<file path="src/rtl/sysid_reader_pkg.sv">
// Shared types and constants for the system-ID reader: FSM encoding, the two
// word addresses of the sysid slave, and the timeout counter sizing helper.
package sysid_reader_pkg;

  typedef enum logic [2:0] {
    IDLE    = 3'd0,
    ID_REQ  = 3'd1,
    ID_WAIT = 3'd2,
    TS_REQ  = 3'd3,
    TS_WAIT = 3'd4,
    FIN     = 3'd5
  } state_t;

  localparam logic ADDR_ID = 1'b0;
  localparam logic ADDR_TS = 1'b1;

  // Counter only has to hold 0..TIMEOUT_CYCLES-1; keep at least one bit.
  function automatic int timeoutCntWidth(input int cycles);
    int w;
    w = $clog2(cycles);
    return (w < 1) ? 1 : w;
  endfunction

endpackage

</file>
<file path="src/rtl/sysid_reader.sv">
// Avalon-MM read master that fetches the sysid ID and build timestamp words,
// latches them and reports pass/fail/timeout against the expected values.
module sysid_reader
  import sysid_reader_pkg::*;
#(
  parameter logic [31:0] EXPECTED_ID    = 32'h0000_0000,
  parameter logic [31:0] EXPECTED_TS    = 32'h0000_0000,
  parameter bit          CHECK_TS       = 1'b0,
  parameter int          TIMEOUT_CYCLES = 256
) (
  input  logic        clock,
  input  logic        reset,
  input  logic        start,
  output logic        avm_address,
  output logic        avm_read,
  input  logic        avm_waitrequest,
  input  logic [31:0] avm_readdata,
  input  logic        avm_readdatavalid,
  output logic        busy,
  output logic        done,
  output logic [31:0] id_value,
  output logic [31:0] ts_value,
  output logic        id_match,
  output logic        ts_match,
  output logic        pass,
  output logic        timeout
);

  localparam int              CNT_W    = timeoutCntWidth(TIMEOUT_CYCLES);
  localparam logic [CNT_W-1:0] CNT_LAST = CNT_W'(TIMEOUT_CYCLES - 1);
  localparam logic [CNT_W-1:0] CNT_FIRE = CNT_W'(TIMEOUT_CYCLES - 2);

  state_t           r_state;
  logic [CNT_W-1:0] r_cnt;
  logic             r_address;
  logic             r_read;
  logic             r_busy;
  logic             r_done;
  logic [31:0]      r_idValue;
  logic [31:0]      r_tsValue;
  logic             r_idMatch;
  logic             r_tsMatch;
  logic             r_pass;
  logic             r_timeout;

  logic [CNT_W-1:0] w_cntNext;
  logic             w_expire;
  logic             w_idMatch;
  logic             w_tsMatch;

  // The counter reaches TIMEOUT_CYCLES-1 on the edge where w_expire is set;
  // it saturates so an accept on that same edge cannot wrap it.
  always_comb begin
    w_cntNext = (r_cnt == CNT_LAST) ? r_cnt : r_cnt + 1'b1;
    w_expire  = (r_cnt >= CNT_FIRE);
    w_idMatch = (r_idValue == EXPECTED_ID);
    w_tsMatch = (r_tsValue == EXPECTED_TS);
  end

  always_ff @(posedge clock) begin
    if (reset) begin
      r_state   <= IDLE;
      r_cnt     <= '0;
      r_address <= ADDR_ID;
      r_read    <= 1'b0;
      r_busy    <= 1'b0;
      r_done    <= 1'b0;
      r_idValue <= '0;
      r_tsValue <= '0;
      r_idMatch <= 1'b0;
      r_tsMatch <= 1'b0;
      r_pass    <= 1'b0;
      r_timeout <= 1'b0;
    end else begin
      r_done <= 1'b0;
      case (r_state)
        IDLE: begin
          if (start) begin
            r_idValue <= '0;
            r_tsValue <= '0;
            r_idMatch <= 1'b0;
            r_tsMatch <= 1'b0;
            r_pass    <= 1'b0;
            r_timeout <= 1'b0;
            r_busy    <= 1'b1;
            r_read    <= 1'b1;
            r_address <= ADDR_ID;
            r_cnt     <= '0;
            r_state   <= ID_REQ;
          end
        end

        // Command acceptance wins over a timeout on the same edge; the
        // following WAIT state then expires at once unless data arrives.
        ID_REQ, TS_REQ: begin
          r_cnt <= w_cntNext;
          if (!avm_waitrequest) begin
            r_read  <= 1'b0;
            r_state <= (r_state == ID_REQ) ? ID_WAIT : TS_WAIT;
          end else if (w_expire) begin
            r_read    <= 1'b0;
            r_timeout <= 1'b1;
            r_state   <= FIN;
          end
        end

        ID_WAIT: begin
          if (avm_readdatavalid) begin
            r_idValue <= avm_readdata;
            r_read    <= 1'b1;
            r_address <= ADDR_TS;
            r_cnt     <= '0;
            r_state   <= TS_REQ;
          end else if (w_expire) begin
            r_timeout <= 1'b1;
            r_state   <= FIN;
          end else begin
            r_cnt <= w_cntNext;
          end
        end

        TS_WAIT: begin
          if (avm_readdatavalid) begin
            r_tsValue <= avm_readdata;
            r_state   <= FIN;
          end else if (w_expire) begin
            r_timeout <= 1'b1;
            r_state   <= FIN;
          end else begin
            r_cnt <= w_cntNext;
          end
        end

        FIN: begin
          r_idMatch <= w_idMatch;
          r_tsMatch <= w_tsMatch;
          r_pass    <= w_idMatch && (w_tsMatch || !CHECK_TS) && !r_timeout;
          r_done    <= 1'b1;
          r_busy    <= 1'b0;
          r_read    <= 1'b0;
          r_address <= ADDR_ID;
          r_state   <= IDLE;
        end

        default: begin
          r_read  <= 1'b0;
          r_busy  <= 1'b0;
          r_state <= IDLE;
        end
      endcase
    end
  end

  assign avm_address = r_address;
  assign avm_read    = r_read;
  assign busy        = r_busy;
  assign done        = r_done;
  assign id_value    = r_idValue;
  assign ts_value    = r_tsValue;
  assign id_match    = r_idMatch;
  assign ts_match    = r_tsMatch;
  assign pass        = r_pass;
  assign timeout     = r_timeout;

endmodule

</file>
<file path="config.mk">
export PLATFORM = sky130hd
export DESIGN_NAME = sysid_reader
export DESIGN_NICKNAME = d
export VERILOG_FILES = /design/src/rtl/sysid_reader_pkg.sv /design/src/rtl/sysid_reader.sv
export SDC_FILE = /design/constraint.sdc
export NUM_CORES = 1
export LEC_CHECK = 0
export CAP_MARGIN = 5
export CORE_MARGIN = 1.5
export CORE_UTILIZATION = 44
export CTS_BUF_LIST = sky130_fd_sc_hd__clkbuf_4
export DETAILED_ROUTE_END_ITERATION = 10
export PLACE_DENSITY = 0.78
export SLEW_MARGIN = 20
export SYNTH_ARGS = -nofsm -noshare
export SYNTH_HDL_FRONTEND = slang
export SYNTH_SLANG_ARGS = --single-unit
</file>
<file path="constraint.sdc">
create_clock -name clock -period 1.8 [get_ports clock]
set_input_delay 0.36 -clock clock [delete_from_list [all_inputs] [get_ports clock]]
set_output_delay 0.36 -clock clock [all_outputs]
set_load 0.05 [all_outputs]
</file>
# Yosys cells after proc, flatten, opt, wreduce, memory -nomap -nowiden
# Index checks and enable logic that the tools add are counted.
# totals
mem_bits_ro,0
ramBits,0
latchBits,0
reg_bits,83
mem_count,0
# op_classes
eq_ne,13
n_shift,0
bitwise_logic,2
mux,33
multipliers,0
reduce_logical,22
n_div,0
add_sub_neg,1
n_lt_le_gt_ge,1
# op_table
cell,n
$pmux W32 S2,2
$logic_not A32 Y1,2
$mux W32,2
$mux W8,5
$pmux W8 S4,1
$mux W3,6
$ne A2 B2 Y1 const B,6
$pmux W3 S4,1
$reduce_and A3 Y1,4
$mux W1,9
$add A8 B1 Y8 const B,1
$eq A8 B8 Y1 const B,1
$ge A8 B8 Y1 const B,1
$pmux W1 S2,4
$reduce_and A4 Y1,2
$eq A3 B2 Y1 const B,2
$eq A3 B3 Y1 const B,2
$pmux W1 S3,2
$reduce_bool A2 Y1,3
$reduce_bool A3 Y1,2
$pmux W1 S4,1
$reduce_and A2 Y1,2
$reduce_bool A4 Y1,1
$reduce_or A2 Y1,2
7 further kinds,8

# Longest topological paths before layout
# depth
ltp_word,5
mapped_depth,7

# Worst setup path before layout
# No wires, ideal clock.
# synth_path
path_type,flip-flop to flip-flop
startpoint,reg r_cnt[0]
endpoint,reg r_state[1]
t_arrival_ns,1.573
setup_slack_ns,0.113
path_buffers,0
stages_incl_launch_ff,8
required_time_ns,1.685
setup_time_ns,0.115
cell_sequence,dfxtp_1 > inv_1 > ha_1 > or2_2 > nand3_1 > nor2_1 > a2bb2oi_1 > a2111oi_0
# synth_between
elab_chain_len,4
elab_cells_between_ends,6
classes_between,1 x order compare; 5 x mux
# synth_rtl
element,line_no,source
from (decl),sysid_reader.sv:34,logic [CNT_W-1:0] r_cnt;
from (signal assigned),sysid_reader.sv:96,r_cnt <= w_cntNext;
from (signal assigned),sysid_reader.sv:118,r_cnt <= w_cntNext;
from (signal assigned),sysid_reader.sv:130,r_cnt <= w_cntNext;
$ge A8 B8 Y1 (*),sysid_reader.sv:55,w_expire = (r_cnt >= CNT_FIRE);
$mux W3 (*),-,
$mux W3 (on tied branches),-,
$pmux W3 S4 (*),-,
to (signal assigned),sysid_reader.sv:99,r_state <= (r_state == ID_REQ) ? ID_WAIT : TS_WAIT;
to (decl),sysid_reader.sv:33,state_t r_state;
# Every way passes the cells marked *; elsewhere a longest branch is shown, timed or not.
# A chain may end at the register's enable or synchronous reset.

# Worst setup path in the final report
# Same ends and word-level chain as after synthesis.

==> results.json <==
{
  "status": "finished clean",
  "ir_drop_v": 0.000434,
  "post-cts-setup-buffer-count": 0,
  "path_buf_inv": 1,
  "rrSetupSlack_ps": 60,
  "cp.arrival_ps": 2050,
  "cts_sinks": 83,
  "yosys.area_share.xor_xnor_pct": 0,
  "hold_path.class": "primary input to flop",
  "final.setup.tns_ps": 0,
  "area_growth_pct": 35.7,
  "grt_max_degree": 79,
  "die_area_um2": 8830,
  "min_path_cells": 3,
  "grt_overflow": 0,
  "setup_ws_ps": 57.4,
  "antenna_found_initial": 0,
  "p_comb_share_pct": 20.3,
  "tritoncts": "done",
  "worst_pin_slew_ps": 458,
  "ant_nets": 0,
  "p_sw_mw": 1.19,
  "seqPwrFrac_pct": 51.8,
  "antenna_cells": 0,
  "grt_pass1_wl_um": 17000,
  "criticalPathCategory": "flop to flop",
  "root_buffer": "clkbuf_4",
  "io_buffer_count": 108,
  "layout.nets": 615,
  "synth-simple-area-share_pct": 29.7,
  "synth_fa_ha_area_share_pct": 0.687,
  "cp-start-kind": "flop",
  "synth_top_family_by_area": "simple AND/OR/NAND/NOR gates",
  "ys_seq_area_share_pct": 45.6,
  "finalHoldViolCount": 0,
  "initial_core_util_pct": 44.8,
  "dp_cells": 670,
  "synth-compound-area-share_pct": 18.7,
  "synth_area_per_cell_um2": 7.82,
  "cts_buffer_depth": 2,
  "layout_common_cells": "buf_4, a21oi_1, dfxtp_1",
  "clk_latency_ps": 430,
  "drt-total-wl_um": 10800,
  "reg2reg_from": "r_cnt[0]",
  "hp-start": "reset",
  "dp_hpwl_um": 7570,
  "cts_made_buffers": 9,
  "slowest_stage": "a2111oi_1",
  "wl_per_cell_um": 15.7,
  "rows": 33,
  "synth_edf_count": 0,
  "internal_power_mw": 2.47,
  "leakagePower_nw": 1.92,
  "synthMuxAreaShare_pct": 0.550,
  "layout-drive-gt1-share_pct": 22.4,
  "grt_pass1_vias": 3491,
  "fin_worst_skew_ps": 19.6,
  "cp_top_family": "compound AO/OA/AOI/OAI gates",
  "async_flop_share_pct": 0,
  "ys_ff_latch": 83,
  "path_cells": "inv_1, ha_1, or2_2, nand3_2, nor2_1, a2bb2oi_1, a2111oi_1",
  "clock.fmax_ghz": 0.574,
  "cap_violations": 0,
  "ioPinCount": 109,
  "power_mw": 3.66,
  "fin_crit_sh_pct": 96.8,
  "die_h_um": 94.0,
  "synthDistinctLibCells": 42,
  "r2r_cells": 7,
  "drv_slew": 0,
  "drc": 0,
  "critical-path-max-stage-delay_ps": 450,
  "preCtsSetupSlack_ps": -241,
  "via_per_inst": 5.65,
  "finalSetupViolCount": 0,
  "crit_required_ps": 2100,
  "path_clk_slew_ps": 160,
  "synth_ff_type": "dfxtp_1",
  "fin_crit_ps": 1740,
  "cp_max_fo": 4,
  "synth_fp_nets": 505,
  "nFillCells": 735,
  "drt_iter0_markers": 235,
  "end_kind": "flop",
  "relSlewSlack_pct": 69.2,
  "coreArea_um2": 8130,
  "powerDensity_nw_per_um2": 741,
  "fin_cells": 686,
  "dr.pass1.iters": 6,
  "grt_use_total_pct": 24.4,
  "ys_warn_count": 0,
  "synthCells": 466,
  "dieWidth_um": 94.0,
  "mostFrequentLayoutCell": "buf_4",
  "mappedNetlistArea_um2": 3640,
  "p_sw_share_pct": 32.5,
  "holdPathEnd": "timeout",
  "htree_levels": 3,
  "r2r_end": "r_state[1]",
  "power_frac_clock_pct": 27.9,
  "vias": 3875,
  "place_congestion": 0.874
}
what timing repair did:
action                     in CTS  in global routing
setup endpoints to repair       0                  5
hold buffers                    0                  0
resized for setup               0                  5
flip-flops by register name, summed over array words and instances, names as in the netlist:
register	flops
id_match	1
id_value	32
ts_match	1
pass	1
r_cnt	8
r_state	3
busy	1
timeout	1
done	1
avm_address	1
avm_read	1
ts_value	32
logic make-up after synthesis:
logic type	Yosys count
adder cells (fa/ha/maj)	2
AO/OA/AOI/OAI	117
multiplexers	2
flip-flops	83
AND/OR/NAND/NOR	222
buffers and inverters	40
worst max-delay path by stage:
stage,from,end,cells past startpoint
detailed placement,avm_readdatavalid,r_cnt[4],8
global route,r_cnt[0],r_state[1],7
CTS,id_value[26],pass,6
global placement,avm_readdatavalid,r_cnt[4],8
finish,r_cnt[0],r_state[1],7
floorplan,r_cnt[0],r_state[1],7
area by class of cell:
class | instances | area [um2] | area share [%]
multi-input combinational | 343 | 1840 | 37.2
sequential | 83 | 1660 | 33.6
clock buffer | 9 | 67.6 | 1.37
timing repair buffer | 133 | 1160 | 23.4
clock inverter | 7 | 58.8 | 1.19
inverter | 6 | 22.5 | 0.456
tap | 105 | 131 | 2.66
synth_stat cells (2+ instances only):
cell	count	share of area, %
a21oi_1	83	11
dfxtp_1	83	46
nand2_1	81	8.3
nand3_1	72	9.9
clkbuf_1	19	2.0
nor4_1	16	2.7
buf_2	14	1.9
nor2_1	14	1.4
o21ai_0	7	0.96
inv_1	6	0.62
nor2b_1	6	1.0
and3_1	5	0.86
nand2b_1	5	0.86
and2_1	4	0.69
o21ai_1	4	0.55
a21o_1	3	0.62
a2bb2oi_1	3	0.72
nor3_1	3	0.41
o21a_1	3	0.62
o22ai_1	3	0.52
or2_2	3	0.52
or3_1	3	0.52
a22oi_1	2	0.41
ha_1	2	0.69
mux2i_1	2	0.55
nand4_1	2	0.34
o21bai_1	2	0.41
o32ai_1	2	0.48
routing by layer:
layer	vias to the layer above	global-route usage, %	wire (um)
met5	-	0	0
met4	0	8.83	239
met3	21	4.53	781
met2	158	39.3	5050
met1	1823	32.6	4680
li1	1873	-	-
worst reg2reg max path: stages, from the launching register on:
cell       delay (ps)
dfxtp_1           350
inv_1              40
ha_1              190
or2_2             310
nand3_2           110
nor2_1             50
a2bb2oi_1         130
a2111oi_1         450
stage by stage:
| step | instance area, um2 | utilization, % | hold slack (ps) |
|---|---|---|---|
| 2_1_floorplan | 3640 | - | 441 |
| 3_3_place_gp | 4800 | 59.0 | 445 |
| 3_5_place_dp | 4800 | 59.0 | 458 |
| 4_1_cts | 4920 | 60.5 | 315 |
| 5_1_grt | 4940 | 60.8 | 338 |
| 6_report | 4940 | 60.8 | 347 |
power by group through the flow:
stage	clock network (mW)	registers [mW]	logic, mW
6_report	1.02	1.90	0.743
5_1_grt	1.11	1.90	0.793
2_1_floorplan	0	2.00	0.351
4_1_cts	1.04	1.89	0.732
3_3_place_gp	0	1.93	0.722
3_5_place_dp	0	1.93	0.729
(Power assumes the default switching activity.)
